$ cat config.mk
export PLATFORM = sky130hd
export DESIGN_NAME = bictr_seq_ctrl
export DESIGN_NICKNAME = d
export VERILOG_FILES = /design/src/rtl/bictr_seq_ctrl.sv
export SDC_FILE = /design/constraint.sdc
export NUM_CORES = 1
export LEC_CHECK = 0
export CORE_UTILIZATION = 45
export CTS_BUF_LIST = sky130_fd_sc_hd__clkbuf_16
export CTS_CLUSTER_DIAMETER = 200
export DETAILED_ROUTE_END_ITERATION = 7
export GPL_TIMING_DRIVEN = 0
export HOLD_SLACK_MARGIN = 0.12
export PLACE_DENSITY = 0.86
export RECOVER_POWER = 25
export SLEW_MARGIN = 25
export SYNTH_ARGS = -nofsm -noshare
export SYNTH_HDL_FRONTEND = slang
export SYNTH_SLANG_ARGS = --single-unit
$ cat constraint.sdc
create_clock -name clk -period 2.05 [get_ports clk]
set_input_delay 0.205 -clock clk [delete_from_list [all_inputs] [get_ports clk]]
set_output_delay 0.205 -clock clk [all_outputs]
set_load 0.02 [all_outputs]
$ cat src/rtl/bictr_seq_ctrl.sv
// bictr_seq_ctrl
//   Sequencer for a single DW03_bictr_decode up/down counter. Accepts one
//   step command at a time (start value, direction, step count) over a
//   valid/ready handshake, loads the counter, steps it with cen, then
//   reports completion for one cycle with a status code.
//
// Ports
//   clk, reset          rising-edge clock; asynchronous active-high reset
//   cmd_valid/ready     command handshake (ready only while idle)
//   cmd_start/len/dir   load value, number of steps (0 = load only), 1 = up
//   hold                stall stepping (ignored during the load cycle)
//   abort               end the active command early
//   ctr_data/up_dn      counter data and direction, held from the last accept
//   ctr_load_n          counter synchronous load, active low
//   ctr_cen             counter count enable
//   ctr_tercnt          counter terminal-count flag
//   busy                load or stepping in progress
//   steps_left          remaining steps of the current command
//   done, done_status   completion pulse; 00 complete, 01 aborted, 10 terminal stop
//
// Build option
//   BICTR_SEQ_TERCNT_STOP_EN : when defined, ctr_tercnt ends stepping with
//   status 10 (priority abort > tercnt > hold); otherwise ctr_tercnt is
//   ignored and the counter may wrap.
module bictr_seq_ctrl #(
  parameter int width = 8
) (
  input  logic             clk,
  input  logic             reset,
  input  logic             cmd_valid,
  output logic             cmd_ready,
  input  logic [width-1:0] cmd_start,
  input  logic [width-1:0] cmd_len,
  input  logic             cmd_dir,
  input  logic             hold,
  input  logic             abort,
  output logic [width-1:0] ctr_data,
  output logic             ctr_up_dn,
  output logic             ctr_load_n,
  output logic             ctr_cen,
  input  logic             ctr_tercnt,
  output logic             busy,
  output logic [width-1:0] steps_left,
  output logic             done,
  output logic [1:0]       done_status
);

  typedef enum logic [1:0] {
    S_IDLE,
    S_LOAD,
    S_RUN,
    S_DONE
  } state_t;

  localparam logic [1:0] ST_COMPLETE = 2'b00;
  localparam logic [1:0] ST_ABORTED  = 2'b01;
  localparam logic [1:0] ST_TERMINAL = 2'b10;

  state_t           r_state;
  state_t           w_next;
  logic [width-1:0] r_data;
  logic [width-1:0] r_len;
  logic [width-1:0] r_steps;
  logic             r_dir;
  logic [1:0]       r_status;
  logic [1:0]       w_status;
  logic             w_cen;
  logic             w_tercnt_stop;

`ifdef BICTR_SEQ_TERCNT_STOP_EN
  assign w_tercnt_stop = ctr_tercnt;
`else
  logic w_unused_tercnt;
  assign w_unused_tercnt = ctr_tercnt;
  assign w_tercnt_stop   = 1'b0;
`endif

  always_comb begin
    w_next   = r_state;
    w_status = r_status;
    w_cen    = 1'b0;
    unique case (r_state)
      S_IDLE: begin
        if (cmd_valid) w_next = S_LOAD;
      end
      S_LOAD: begin
        // The load itself always happens; abort only skips the stepping.
        if (abort) begin
          w_next   = S_DONE;
          w_status = ST_ABORTED;
        end else if (r_len == '0) begin
          w_next   = S_DONE;
          w_status = ST_COMPLETE;
        end else begin
          w_next = S_RUN;
        end
      end
      S_RUN: begin
        if (abort) begin
          w_next   = S_DONE;
          w_status = ST_ABORTED;
        end else if (w_tercnt_stop) begin
          w_next   = S_DONE;
          w_status = ST_TERMINAL;
        end else if (!hold) begin
          w_cen = 1'b1;
          if (r_steps == width'(1)) begin
            w_next   = S_DONE;
            w_status = ST_COMPLETE;
          end
        end
      end
      S_DONE: begin
        w_next = S_IDLE;
      end
      default: begin
        w_next = S_IDLE;
      end
    endcase
  end

  always_ff @(posedge clk or posedge reset) begin
    if (reset) begin
      r_state  <= S_IDLE;
      r_data   <= '0;
      r_len    <= '0;
      r_dir    <= 1'b1;
      r_steps  <= '0;
      r_status <= ST_COMPLETE;
    end else begin
      r_state  <= w_next;
      r_status <= w_status;
      if (r_state == S_IDLE && cmd_valid) begin
        r_data <= cmd_start;
        r_len  <= cmd_len;
        r_dir  <= cmd_dir;
      end
      if (r_state == S_LOAD) begin
        r_steps <= r_len;
      end else if (w_cen) begin
        r_steps <= r_steps - width'(1);
      end
    end
  end

  assign cmd_ready   = (r_state == S_IDLE);
  assign busy        = (r_state == S_LOAD) || (r_state == S_RUN);
  assign done        = (r_state == S_DONE);
  assign ctr_load_n  = (r_state != S_LOAD);
  assign ctr_cen     = w_cen;
  assign ctr_data    = r_data;
  assign ctr_up_dn   = r_dir;
  assign steps_left  = r_steps;
  assign done_status = r_status;

endmodule

---- Word level (Yosys, flattened, before mapping) ----
Cells that the tools add are included.
cells by class
  add/subtract/negate cells ............... 1
  equality and inequality tests ........... 9
  mux-type cells .......................... 18
  reduce and logical (&&, ||, !) cells .... 8
operator list
  kind                                                  number
  two-way mux 2 bit                                     9
  two-way mux 8 bit                                     2
  != test 3 bit (second input constant)                 3
  equality test 8 x 1 -> 1 bit (second input constant)  1
  logical NOT 8 bit                                     1
  case mux 2 bit (4 select lines)                       1
  subtractor 8 x 1 -> 8 bit (second input constant)     1
  two-way mux 1 bit                                     5
  equality test 2 bit (second input constant)           2
  case mux 2 bit (2 select lines)                       1
  AND reduction 4 bit                                   1
  nonzero test 2 bit                                    2
  AND reduction 3 bit                                   1
  equality test 2 x 1 -> 1 bit (second input constant)  1
  logical NOT 2 bit                                     1
  != test 2 x 1 -> 1 bit (second input constant)        1
  != test 2 bit (second input constant)                 1
  logical AND 1 bit                                     1
  logical OR 1 bit                                      1
storage, ports and cells
  register bits after elaboration ......... 29
  bits of input ports ..................... 23
  output and inout bits ................... 24
  logic and storage cells ................. 42

---- Logic depth before layout (Yosys ltp) ----
  word-level depth ........................ 5
  mapped depth ............................ 6
  gate-level depth less buffers ........... 6

---- Worst setup path after synthesis ----
Ideal clock, no wire load.
  path type ............................... flip-flop to flip-flop
  start ................................... register r_state[0]
  end ..................................... register r_steps[6] (netlist: steps_left[6])
  arrival time ............................ 1,766 ps
  data required time ...................... 1,925 ps
  path slack .............................. 159 ps
  cell stages (with the launch flop) ...... 7
  buffers on the path ..................... 0
  cells stage by stage .................... dfrtp_1 inv_1 ha_1 nor3b_4 nand4b_1 xnor2_1 mux2_2
on the way
  longest elaborated chain between the ends .. 3
  elaborated cells between the ends (all ways) .. 5
  those cells by class .................... 2 x eq/ne; 2 x mux; 1 x reduce/logical
ends and longest elaborated chain
  what                          RTL line  source
  start, declared               59        state_t r_state;
  start signal, assigned        131       r_state <= w_next;
  equality test 2 bit           82        unique case (r_state)
  two-way mux 1 bit             82
  named net ctr_cen             40        output logic ctr_cen,
  nonzero test 2 bit (no line)  n/a
  end signal, assigned          139       r_steps <= r_len;
  end signal, assigned          141       r_steps <= r_steps - width'(1);
  end, declared                 63        logic [width-1:0] r_steps;
The timed path passes the listed nets, and every way through them passes these cells.
A chain may end at the register's enable or synchronous reset.

---- Final worst setup path ----
  start ................................... register r_state[0]
  end ..................................... register r_steps[6] (netlist: steps_left[6])
on the way
  longest elaborated chain between the ends .. 3
  elaborated cells between the ends (all ways) .. 5
  those cells by class .................... 2 x eq/ne; 2 x mux; 1 x reduce/logical
ends and longest elaborated chain
  what                          RTL line
  equality test 2 bit           82
  two-way mux 1 bit             82
  nonzero test 2 bit (no line)  n/a
Parallel ways exist; a longest one is shown, timed or not.

==> flow_summary.yaml <==
finish:
  n_fill_cell: 193
  areaGrowthSynthToFinish_pct: 42.8
  final_cell_mix: "clkdlybuf4s50_1, dfrtp_1, mux2_1"
  final_common_cell: "clkdlybuf4s50_1"
  nNetsFinal: 196
  diodes: 0
  fin_cells: 196
  layout-drive-gt1-share_pct: 12.7
setup_path:
  reg2regPathDepth: 7
  crit_path_start: "r_state[0]$_DFFE_PP0P_"
  critPathArrivalTime_ns: 2.08
  r2r-start: "r_state[0]$_DFFE_PP0P_"
  crit_required_ns: 2.19
  rrSetupSlack_ns: 0.12
  cp_max_fo: 9
  crit_type: "register to register"
  rr_endpoint: "steps_left[6]$_DFFE_PP0P_"
  cp-end-kind: "register"
  start_kind: "register"
  endpoint: "steps_left[6]$_DFFE_PP0P_"
logic_synthesis:
  synth_cells: 116
  synth_area_sq_um: 1390
  synth_top_area_share_pct: 48.7
  ys_seq_area_share_pct: 50.6
  synth.area.top_cells: "dfrtp_1, mux2_1, mux2_2, ha_1, xor2_1"
  synth_largest_area_cell: "dfrtp_1"
  avgSynthCellArea_sq_um: 12.0
  syn-num-nets: 146
  yosys_warnings: 0
  synth-seq-cells: 28
  synth_cell_types: 33
clock_network:
  cts_tree: "built"
  clk_pin_slew_ns: 0.07
  clock_sinks: 28
  cts_buffers: 3
  htree_levels: 1
  insertion_delay_ns: 0.26
  root_buffer: "clkbuf_16"
  cts_buffer_depth: 2
detailed_routing:
  via_per_inst: 5.34
  drcViolationCount: 3
  vias: 1047
  drt_iter0_markers: 28
  ant_nets: 0
  wl_per_cell_um: 14.1
  routed_wl_mm: 2.76
  drt_pass1_iterations: 5
placed_design:
  dpl.hpwl_mm: 2.14
  gp_congestion: 0.770
  placed_cells: 191
  port_buffers: 44
  post-place-ws_ns: -0.0577
status:
  violations: "DRC"
  status: "finished, violations left"
timing:
  rsz0062_at_grt: "false"
  finalHoldViolCount: 0
  relSlewSlack_pct: 31.7
  finalSetupViolCount: 0
  fin_crit_sh_pct: 94.2
  fmax_mhz: 518
  slew_violations: 0
  layout_setup_ws_ns: 0.120
  skew_ns: 0.00278
  period_minus_slack_ns: 1.93
  hold_slack_ns: 0.503
  tightest_slew_ns: 1.02
floorplan:
  boundaryPins: 47
  die_h_um: 57.5
  rows: 19
  fp.dieW_um: 57.5
  initial_core_util_pct: 49.0
  die_area_sq_um: 3310
  coreArea_sq_um: 2830
flow_run:
  cap_violations: 0
power_and_ir_drop:
  power_density_nw_per_um2: 1670
  p_leak_uw: 0.000843
  ir_drop_v: 0.000992
  totalPowerFinal_uw: 3310
global_routing:
  grt_max_degree: 29
  overflow: 0
  antenna_found_initial: 0
  grt_usage_pct: 17.7
  grt_pass1_vias: 1034
  grt_pass1_wl_mm: 4.46
min_path:
  hold_path.class: "register to register"
  hold_depth: 1
[worst min path at each step]
stage                                 start                       to
finish              ctr_data[0]$_DFFE_PP0P_  ctr_data[0]$_DFFE_PP0P_
global route        ctr_data[2]$_DFFE_PP0P_  ctr_data[2]$_DFFE_PP0P_
CTS                 ctr_data[3]$_DFFE_PP0P_  ctr_data[3]$_DFFE_PP0P_
detailed placement  ctr_data[0]$_DFFE_PP0P_  ctr_data[0]$_DFFE_PP0P_
global placement    ctr_data[1]$_DFFE_PP0P_  ctr_data[1]$_DFFE_PP0P_
floorplan                             reset  ctr_data[0]$_DFFE_PP0P_
[stage by stage]
| step | instance area, sq um | utilization, % | setup TNS (ns) |
|---|---|---|---|
| CTS | 1980 | 69.9 | 0 |
| detailed placement | 1870 | 65.9 | -0.0577 |
| finish | 1980 | 70.0 | 0 |
| floorplan | 1390 | - | 0 |
| global route | 1980 | 70.0 | 0 |
| global placement | 1870 | 65.9 | -0.0361 |
[where the power goes]
group          internal [uW]  total [uW]  leakage (uW)  switching [uW]
Sequential               848        1080      0.000333             236
Combinational            851        1660      0.000459             807
Clock                    388         565     0.0000511             177
Total                   2090        3310      0.000843            1220
[cell usage after synthesis (all sizes together)]
master	number
nor3	2
nor4	2
clkbuf	1
dfstp	1
nand4b	1
o211ai	1
a21oi	2
inv	8
buf	2
dfrtp	27
a32o	1
a211oi	1
xor2	4
conb	1
nand3	4
a221oi	1
ha	7
nor4b	1
nor3b	1
nand3b	1
xnor2	3
nor2b	2
nor2	5
a2bb2oi	1
nand2	8
nand4	1
a21o	1
mux2	20
o21ai	6
[worst max-delay path, stage by stage, from the launching register on]
cell and delay, ns:
dfrtp_1 0.44, inv_1 0.14, ha_1 0.25, nor3b_4 0.24
buf_4 0.19, nand4b_1 0.12, xnor2_1 0.17, mux2_2 0.27
[flip-flops by register name, indices dropped and copies added, names as in the netlist]
name and cells:
ctr_up_dn 1, done_status 1, r_len 8, steps_left 8, r_state 2, ctr_data 8
[timing repair]
action,4_1_cts,5_1_grt
buffers inserted,1,0
gates resized for setup,1,1
hold buffers,0,0
setup endpoints to repair,1,1
[cell families (layout without fill, tap and decap cells)]
| logic type | after synthesis | in the layout | synth area share [%] |
|---|---|---|---|
| other | 1 | 1 | 0.270 |
| adders and majority gates | 7 | 7 | 6.32 |
| DFF | 28 | 28 | 50.6 |
| buffers and inverters | 11 | 60 | 3.34 |
| AOI/OAI and AO/OA | 14 | 14 | 7.22 |
| xor gates and xnor gates | 7 | 7 | 4.42 |
| and+or+nand+nor | 28 | 28 | 11.6 |
| muxes | 20 | 20 | 16.2 |
[area by class of cell]
| cell class | instances | area, sq um | area share [%] |
|---|---|---|---|
| clock buffers | 3 | 75.1 | 3.79 |
| multi-input cells | 77 | 638 | 32.2 |
| clock inverters | 1 | 30.0 | 1.52 |
| well taps | 31 | 38.8 | 1.96 |
| inverters | 8 | 30.0 | 1.52 |
| plain buffers | 3 | 16.3 | 0.822 |
| repair buffers | 45 | 449 | 22.7 |
| flip-flops and latches | 28 | 702 | 35.5 |
[layer usage]
metal  GRT usage, %  share of wire [%]  wire, um
met5              0                  0         0
met4           6.97                1.1        31
met3           4.54                6.7       186
met2           29.6                 49      1360
met1           22.1                 43      1190
No activity file was read; power rests on OpenSTA's default activity.
